`config.mk`:
```
export PLATFORM = sky130hd
export DESIGN_NAME = ucode_seq_flat
export DESIGN_NICKNAME = d
export VERILOG_FILES = /design/src/rtl/ucode_seq_pkg.sv /design/src/rtl/ucode_seq_if.sv /design/src/rtl/ucode_seq_rstack.sv /design/src/rtl/ucode_seq.sv /design/src/flat_wrapper.sv
export SDC_FILE = /design/constraint.sdc
export NUM_CORES = 1
export LEC_CHECK = 0
export ABC_AREA = 1
export BUFFER_PORTS_ARGS = -buffer_cell sky130_fd_sc_hd__buf_4
export CAP_MARGIN = 20
export CORE_MARGIN = 1.5
export CORE_UTILIZATION = 53
export DETAILED_ROUTE_END_ITERATION = 8
export PLACE_DENSITY = 0.8
export SLEW_MARGIN = 20
export SYNTH_ARGS = -nofsm -noshare
export SYNTH_HDL_FRONTEND = slang
export SYNTH_SLANG_ARGS = --single-unit
```
`constraint.sdc`:
```
create_clock -name clk -period 3.2 [get_ports clk]
set_input_delay 0 -clock clk [delete_from_list [all_inputs] [get_ports clk]]
set_output_delay 0 -clock clk [all_outputs]
set_load 0.01 [all_outputs]
```
`src/rtl/ucode_seq_pkg.sv`:
```
// rtl/ucode_seq_pkg.sv - shared constants and types for the ucode sequencer
// Purpose: holds the u_f18 branch-op encodings, the ROM address width and
//          idle address, and the sequencer state encoding.
// Ports:   none (package).
package ucode_pkg;

  localparam int UADDR_W = 9;
  localparam logic [UADDR_W-1:0] UIDLE_ADDR = 9'h000;

  // u_f18[11:9] branch ops
  localparam logic [2:0] OP_NEXT = 3'd0;
  localparam logic [2:0] OP_JMP  = 3'd1;
  localparam logic [2:0] OP_BZ   = 3'd2;
  localparam logic [2:0] OP_BNZ  = 3'd3;
  localparam logic [2:0] OP_BNEG = 3'd4;
  localparam logic [2:0] OP_BODD = 3'd5;
  localparam logic [2:0] OP_CALL = 3'd6;
  localparam logic [2:0] OP_RET  = 3'd7;

  typedef enum logic [0:0] {
    UST_IDLE = 1'b0,
    UST_RUN  = 1'b1
  } ucode_state_e;

  // Plain-vector aliases of the state enum for the state register.
  localparam logic [0:0] ST_IDLE = UST_IDLE;
  localparam logic [0:0] ST_RUN  = UST_RUN;

endpackage

```
`src/rtl/ucode_seq_if.sv`:
```
// rtl/ucode_seq_if.sv - IU/ucode-engine signal bundle for the sequencer
// Purpose: groups the IU request/condition inputs and sequencer outputs.
// Modports:
//   master - IU / ucode_reg side: drives start, entry, stall, kill, u_f18
//            and branch conditions; observes addresses and status.
//   slave  - sequencer side: the reverse.
interface ucode_seq_if;

  logic                           ucode_start;
  logic [ucode_pkg::UADDR_W-1:0]  ucode_entry;
  logic                           ie_stall_ucode;
  logic                           ie_kill_ucode;
  logic [11:0]                    u_f18;
  logic                           cond_zero;
  logic                           reg5_31;
  logic                           a_oprd_0_l;
  logic [ucode_pkg::UADDR_W-1:0]  nxt_ucode_cnt;
  logic [ucode_pkg::UADDR_W-1:0]  ucode_cnt;
  logic                           sel_fxx_default;
  logic                           ucode_busy;
  logic                           ucode_done;
  logic                           ucode_err;

  modport master (
    output ucode_start, ucode_entry, ie_stall_ucode, ie_kill_ucode,
           u_f18, cond_zero, reg5_31, a_oprd_0_l,
    input  nxt_ucode_cnt, ucode_cnt, sel_fxx_default,
           ucode_busy, ucode_done, ucode_err
  );

  modport slave (
    input  ucode_start, ucode_entry, ie_stall_ucode, ie_kill_ucode,
           u_f18, cond_zero, reg5_31, a_oprd_0_l,
    output nxt_ucode_cnt, ucode_cnt, sel_fxx_default,
           ucode_busy, ucode_done, ucode_err
  );

endinterface

```
`src/rtl/ucode_seq_rstack.sv`:
```
// rtl/ucode_seq_rstack.sv - two-entry micro-subroutine return stack
// Purpose: LIFO of return addresses for CALL/RET.
// Ports:
//   clk, reset_l   - clock, synchronous active-low reset (empties stack)
//   clr            - synchronous clear (kill / error / end)
//   push, push_data- push a return address (ignored when full)
//   pop            - discard top entry (ignored when empty)
//   top            - current top entry (undefined when empty)
//   full, empty    - occupancy flags
module ucode_rstack #(
  parameter int W     = 9,
  parameter int DEPTH = 2
) (
  input  logic         clk,
  input  logic         reset_l,
  input  logic         clr,
  input  logic         push,
  input  logic [W-1:0] push_data,
  input  logic         pop,
  output logic [W-1:0] top,
  output logic         full,
  output logic         empty
);

  logic [W-1:0] mem [0:1];
  logic [1:0]   count;

  assign full  = (count == 2'(DEPTH));
  assign empty = (count == 2'd0);
  assign top   = (count == 2'd2) ? mem[1] : mem[0];

  always_ff @(posedge clk) begin
    if (!reset_l || clr) begin
      count <= 2'd0;
    end else if (push && !full) begin
      mem[count[0]] <= push_data;
      count         <= count + 2'd1;
    end else if (pop && !empty) begin
      count <= count - 2'd1;
    end
  end

endmodule

```
`src/rtl/ucode_seq.sv`:
```
// rtl/ucode_seq.sv - IU microcode sequencer (next ROM address generation)
// Purpose: computes nxt_ucode_cnt from the registered branch field u_f18,
//          the IU branch conditions, entry/stall/kill and the return stack;
//          drives sel_fxx_default whenever no valid micro-instruction runs.
// Ports:
//   clk, reset_l - clock, synchronous active-low reset
//   bus (slave)  - ucode_start/ucode_entry, ie_stall_ucode, ie_kill_ucode,
//                  u_f18, cond_zero, reg5_31, a_oprd_0_l in;
//                  nxt_ucode_cnt, sel_fxx_default (combinational),
//                  ucode_cnt, ucode_busy, ucode_done, ucode_err (registered) out
module ucode_seq
  import ucode_pkg::*;
#(
  parameter int ADDR_W     = UADDR_W,
  parameter int RSTK_DEPTH = 2
) (
  input  logic        clk,
  input  logic        reset_l,
  ucode_seq_if.slave  bus
);

  logic [0:0]        state, state_nxt;
  logic [2:0]        op;
  logic [ADDR_W-1:0] target, cnt_inc, stk_top, nxt;
  logic              at_max, take, sel;
  logic              push, pop, clr;
  logic              stk_full, stk_empty;
  logic              fault, fin;
  logic              done_nxt, err_nxt;

  assign op      = bus.u_f18[11:9];
  assign target  = bus.u_f18[ADDR_W-1:0];
  assign cnt_inc = bus.ucode_cnt + 1'b1;
  // Any +1 from the top address would wrap to the NOP word: illegal.
  assign at_max  = &bus.ucode_cnt;

  ucode_rstack #(
    .W     (ADDR_W),
    .DEPTH (RSTK_DEPTH)
  ) u_rstack (
    .clk       (clk),
    .reset_l   (reset_l),
    .clr       (clr),
    .push      (push),
    .push_data (cnt_inc),
    .pop       (pop),
    .top       (stk_top),
    .full      (stk_full),
    .empty     (stk_empty)
  );

  always_comb begin
    nxt       = UIDLE_ADDR;
    sel       = 1'b1;
    state_nxt = state;
    push      = 1'b0;
    pop       = 1'b0;
    clr       = 1'b0;
    take      = 1'b0;
    fault     = 1'b0;
    fin       = 1'b0;
    done_nxt  = 1'b0;
    err_nxt   = 1'b0;

    if (state == ST_IDLE) begin
      if (bus.ucode_start && !bus.ie_stall_ucode && !bus.ie_kill_ucode) begin
        nxt       = bus.ucode_entry;
        sel       = 1'b0;
        state_nxt = ST_RUN;
      end
    end else if (bus.ie_kill_ucode) begin
      clr       = 1'b1;
      state_nxt = ST_IDLE;
    end else if (bus.ie_stall_ucode) begin
      // Hold the micro-PC; stack untouched until unstalled.
      nxt = bus.ucode_cnt;
      sel = 1'b0;
    end else begin
      sel = 1'b0;
      case (op)
        OP_JMP:  take = 1'b1;
        OP_BZ:   take = bus.cond_zero;
        OP_BNZ:  take = !bus.cond_zero;
        OP_BNEG: take = bus.reg5_31;
        OP_BODD: take = !bus.a_oprd_0_l;
        default: take = 1'b0;
      endcase

      if (op == OP_CALL) begin
        // A return address past the top of ROM would also wrap.
        if (stk_full || at_max) begin
          fault = 1'b1;
        end else begin
          push = 1'b1;
          nxt  = target;
        end
      end else if (op == OP_RET) begin
        if (!stk_empty) begin
          pop = 1'b1;
          nxt = stk_top;
        end else begin
          fin = 1'b1;
        end
      end else if (take) begin
        nxt = target;
      end else if (at_max) begin
        fault = 1'b1;
      end else begin
        nxt = cnt_inc;
      end

      if (fault || fin) begin
        nxt       = UIDLE_ADDR;
        sel       = 1'b1;
        state_nxt = ST_IDLE;
        clr       = 1'b1;
        err_nxt   = fault;
        done_nxt  = fin;
      end
    end
  end

  assign bus.nxt_ucode_cnt   = nxt;
  assign bus.sel_fxx_default = sel;

  always_ff @(posedge clk) begin
    if (!reset_l) begin
      state          <= ST_IDLE;
      bus.ucode_cnt  <= UIDLE_ADDR;
      bus.ucode_busy <= 1'b0;
      bus.ucode_done <= 1'b0;
      bus.ucode_err  <= 1'b0;
    end else begin
      state          <= state_nxt;
      bus.ucode_cnt  <= nxt;
      bus.ucode_busy <= (state_nxt == ST_RUN);
      bus.ucode_done <= done_nxt;
      bus.ucode_err  <= err_nxt;
    end
  end

endmodule
```
`src/flat_wrapper.sv`:
```
// flat-port wrapper written by rule: the top's interface ports become plain ports
module ucode_seq_flat import ucode_pkg::*;
#(
  parameter int ADDR_W     = UADDR_W,
  parameter int RSTK_DEPTH = 2
)
  (clk, reset_l, bus_ucode_start, bus_ucode_entry, bus_ie_stall_ucode, bus_ie_kill_ucode, bus_u_f18, bus_cond_zero, bus_reg5_31, bus_a_oprd_0_l, bus_nxt_ucode_cnt, bus_ucode_cnt, bus_sel_fxx_default, bus_ucode_busy, bus_ucode_done, bus_ucode_err);
  ucode_seq_if bus_i ();
  input  logic clk;
  input  logic reset_l;
  input wire logic [$bits(bus_i.ucode_start)-1:0] bus_ucode_start;
  input wire logic [$bits(bus_i.ucode_entry)-1:0] bus_ucode_entry;
  input wire logic [$bits(bus_i.ie_stall_ucode)-1:0] bus_ie_stall_ucode;
  input wire logic [$bits(bus_i.ie_kill_ucode)-1:0] bus_ie_kill_ucode;
  input wire logic [$bits(bus_i.u_f18)-1:0] bus_u_f18;
  input wire logic [$bits(bus_i.cond_zero)-1:0] bus_cond_zero;
  input wire logic [$bits(bus_i.reg5_31)-1:0] bus_reg5_31;
  input wire logic [$bits(bus_i.a_oprd_0_l)-1:0] bus_a_oprd_0_l;
  output wire logic [$bits(bus_i.nxt_ucode_cnt)-1:0] bus_nxt_ucode_cnt;
  output wire logic [$bits(bus_i.ucode_cnt)-1:0] bus_ucode_cnt;
  output wire logic [$bits(bus_i.sel_fxx_default)-1:0] bus_sel_fxx_default;
  output wire logic [$bits(bus_i.ucode_busy)-1:0] bus_ucode_busy;
  output wire logic [$bits(bus_i.ucode_done)-1:0] bus_ucode_done;
  output wire logic [$bits(bus_i.ucode_err)-1:0] bus_ucode_err;
  assign bus_i.ucode_start = bus_ucode_start;
  assign bus_i.ucode_entry = bus_ucode_entry;
  assign bus_i.ie_stall_ucode = bus_ie_stall_ucode;
  assign bus_i.ie_kill_ucode = bus_ie_kill_ucode;
  assign bus_i.u_f18 = bus_u_f18;
  assign bus_i.cond_zero = bus_cond_zero;
  assign bus_i.reg5_31 = bus_reg5_31;
  assign bus_i.a_oprd_0_l = bus_a_oprd_0_l;
  assign bus_nxt_ucode_cnt = bus_i.nxt_ucode_cnt;
  assign bus_ucode_cnt = bus_i.ucode_cnt;
  assign bus_sel_fxx_default = bus_i.sel_fxx_default;
  assign bus_ucode_busy = bus_i.ucode_busy;
  assign bus_ucode_done = bus_i.ucode_done;
  assign bus_ucode_err = bus_i.ucode_err;
  ucode_seq #(.ADDR_W(ADDR_W), .RSTK_DEPTH(RSTK_DEPTH)) u_core (.clk(clk), .reset_l(reset_l), .bus(bus_i));
endmodule
```
==> out/metrics.csv <==
stage,metric,value,unit
outcome,status,finished clean,
power,p_per_area,379,nW/um^2
worst_setup_path,crit_end,u_core.u_rstack.mem[0][1],
placed_design,dpl-instance-area,2410,um^2
placed_design,pre_cts_slack,0.631,ns
floorplan,num_io_pins,51,
floorplan,die_width,64.2,um
placed_design,dp_hpwl,3730,um
worst_setup_path,start_kind,register,
grt,grt_pass1_vias,1742,
clocking,cts_post_setup_buffers_inserted,0,
yosys,synth_top_flop_cell,edfxtp_1,
worst_setup_path,r2r_start,u_core.bus.ucode_cnt[0],
yosys,syn_area,1990,um^2
worst_setup_path,crit_chain,ha_1 > nand2_1 > nor2_1 > nand2_1 > nor2_1 > ha_1 > inv_1 > nand2_1 > nand2_1 > nand3_1 > nand2_2 > nand2_1 > nand2_2 > nand3_2 > nor2_1 > buf_4,
min_path,hold-path-cell-count,3,
worst_setup_path,cp_top_family,simple AND/OR/NAND/NOR gates,
grt,grt_usage,26.2,%
clocking,clock-root-buffer,clkbuf_8,
worst_setup_path,crit_slowest_cell,dfxtp_1,
worst_setup_path,required,3.24,ns
layout,n_antenna_cell,0,
drt,drt_iter0_drc,95,
worst_setup_path,slowest_delay,0.41,ns
layout,syn_to_final_growth,29.8,%
yosys,synth-seq-cells,32,
min_path,hp-class,input port to register,
sta,fmax,0.379,GHz
sta,finalClockSkew,0.0126,ns
clocking,clock_sink_count,32,
sta,drv_slew,0,
worst_setup_path,r2r-end,u_core.u_rstack.mem[0][1],
yosys,yosysTopAreaCell,edfxtp_1,
grt,grt_first_pass_wirelength,8200,um
floorplan,die-height,64.2,um
yosys,synth_area_leaders,"edfxtp_1, nand2_1, dfxtp_1, a21oi_1, nor2_1",
worst_setup_path,rrSetupSlack,0.56,ns
sta,finalSetupTns,0,ns
yosys,yosysUniqueCellTypes,30,
grt,grt_max_degree,17,
layout,utilization,71.0,%
sta,rsz0062_at_grt,false,
sta,period_share,82.5,%
layout,design_area,2580,um^2
worst_setup_path,crit_fanout,9,
yosys,ys_warn_count,0,
clocking,clk-insertion-delay-late,0.29,ns
drt,wl_per_cell,13.4,um
yosys,seq_area_frac_synth,41.3,%
worst_setup_path,cp.arrival,2.68,ns
yosys,async_flop_share,0,%
sta,tightest_slew,0.519,ns
yosys,synth_enable_flop_cells,18,
sta,relSlewSlack,65.3,%
grt,grt_remaining_overflow,0,
drt,firstDrtPassIters,4,
worst_setup_path,cp-end-kind,register,
sta,fin_crit,2.64,ns
placed_design,dp.cells,354,
worst_setup_path,worstSetupPathDepth,16,
worst_setup_path,path_buf_inv,2,
clocking,cts_tree,yes,
sta,hold_viol_final,0,
sta,finalWorstSetupSlack,0.562,ns
layout,post_route_cells_drive_above_1_share,28.7,%
grt,antenna_found_initial,0,
power,leakage,1.18,nW
drt,via_count,1865,
worst_setup_path,r2r_cells,16,
clocking,clk_path_buf_depth,2,
layout,fin_cells,368,
floorplan,die_area,4130,um^2
drt,drc_errors,0,
run,cap_violations,0,
drt,detail_route.wirelength,4940,um
yosys,syn-num-nets,290,
layout,nFillCells,299,
drt,viasPerCell,5.07,
yosys,synth_top_area_share,27.2,%
floorplan,core,3630,um^2
clocking,htreeDepth,2,
worst_setup_path,crit_top_cell,nand2_1,
worst_setup_path,crit_path_start,u_core.bus.ucode_cnt[0],
worst_setup_path,crit_type,register to register,
placed_design,io_buffers,50,
placed_design,place.gp.congestion,0.882,
yosys,synthCells,259,
drt,drt.antenna.violating_nets,0,
layout,finalNetCount,350,
power,irDropWorstVdd,0.000240,V
floorplan,num_rows,22,
clocking,numCtsBuffers,5,
sta,setup-violations-final,0,
yosys,syn-mean-instance-area,7.67,um^2
clocking,clk_pin_slew_worst_paths,0.08,ns
floorplan,start_util,54.7,%
[stage by stage]
| stage | hold WS [ns] | total power, mW |
|---|---|---|
| 2_1_floorplan | 0.144 | 0.533 |
| 3_3_place_gp | 0.290 | 0.591 |
| 3_5_place_dp | 0.295 | 0.593 |
| 4_1_cts | 0.000361 | 0.975 |
| 5_1_grt | 0.0262 | 1.01 |
| 6_report | 0.000654 | 0.978 |
[timing repair]
action | 4_1_cts | 5_1_grt
resized for setup | 0 | 0
hold endpoints to repair | 6 | 0
hold buffers | 6 | 0
setup endpoints to repair | 0 | 0
[worst min-delay path by stage]
| stage | startpoint | end | slack, ns |
|---|---|---|---|
| after global placement | bus_ucode_entry[8] | u_core.bus.ucode_cnt[8] | 0.29 |
| after CTS | bus_ucode_entry[8] | u_core.bus.ucode_cnt[8] | 0.0004 |
| after global routing | bus_ucode_entry[8] | u_core.bus.ucode_cnt[8] | 0.03 |
| after detailed placement | reset_l | u_core.u_rstack.count[1] | 0.30 |
| final | bus_ucode_entry[8] | u_core.bus.ucode_cnt[8] | 0.0007 |
| after floorplan | reset_l | u_core.u_rstack.count[0] | 0.14 |
[synthesized netlist by cell type, types with 2 or more instances]
cell type,count
dfxtp_1,14
nor2_8,2
nand3_1,8
nand3_2,4
clkinv_1,2
ha_1,2
a21oi_1,41
inv_2,3
o21ai_0,2
xor2_1,4
edfxtp_1,18
nand2_1,89
inv_1,18
nand2_2,10
nor2_1,19
a21oi_2,7
buf_2,3
[registers in the layout (all words and copies together) (netlist names)]
name	flops
u_core.u_rstack.mem	18
u_core.bus.ucode_cnt	9
u_core.u_rstack.count	2
u_core.bus.ucode_busy	1
u_core.bus.ucode_done	1
u_core.bus.ucode_err	1
[final cells by class]
cell class                      count  area, um^2  area share, %
Multi-Input combinational cell    199        1050           40.7
Sequential cell                    32         821           31.8
Timing Repair Buffer               58         450           17.5
Inverter                           23        86.3           3.35
Clock buffer                        5        68.8           2.67
Tap cell                           48        60.1           2.33
Clock inverter                      3        42.5           1.65
[routing by layer]
| metal | vias to the layer above | GRT usage, % | wire (um) |
|---|---|---|---|
| met5 | - | 0 | 0 |
| met4 | 0 | 7.98 | 34 |
| met2 | 60 | 42.1 | 2360 |
| li1 | 974 | - | - |
| met1 | 827 | 35.3 | 2280 |
| met3 | 4 | 5.63 | 260 |
[worst min-delay path, stage by stage]
cell and delay, ns:
buf_4 0.11, nand2_1 0.07, a21oi_1 0.06
[layout by cell type, fill, tap and decap left out, types with 2 or more instances in the layout]
cell	instances
clkinv_1	2
a21oi_1	41
nand2_1	89
xor2_1	4
inv_1	18
nor2_8	2
o21ai_0	2
dlygate4sd3_1	6
edfxtp_1	18
clkbuf_8	5
nand2_2	10
dfxtp_1	14
nor2_1	19
inv_2	3
nand3_2	4
a21oi_2	7
ha_1	2
nand3_1	8
buf_4	52
[report_power, final]
| part | internal [mW] | leakage [nW] | switching, mW | total (mW) |
|---|---|---|---|---|
| Clock | 0.230 | 0.0541 | 0.157 | 0.387 |
| Combinational | 0.0677 | 0.875 | 0.0851 | 0.153 |
| Sequential | 0.434 | 0.255 | 0.00380 | 0.438 |
| Total | 0.732 | 1.18 | 0.246 | 0.978 |
[cell families (layout without fill, tap and decap cells)]
group | Yosys count | in the layout | synth area share [%]
flip-flops | 32 | 32 | 41.3
AND/OR/NAND/NOR | 139 | 139 | 33.4
AO/OA/AOI/OAI | 53 | 53 | 16.0
XOR/XNOR | 5 | 5 | 2.20
buffers and inverters | 28 | 89 | 5.79
adder cells (fa/ha/maj) | 2 | 2 | 1.26
No activity file was read; power rests on OpenSTA's default activity.
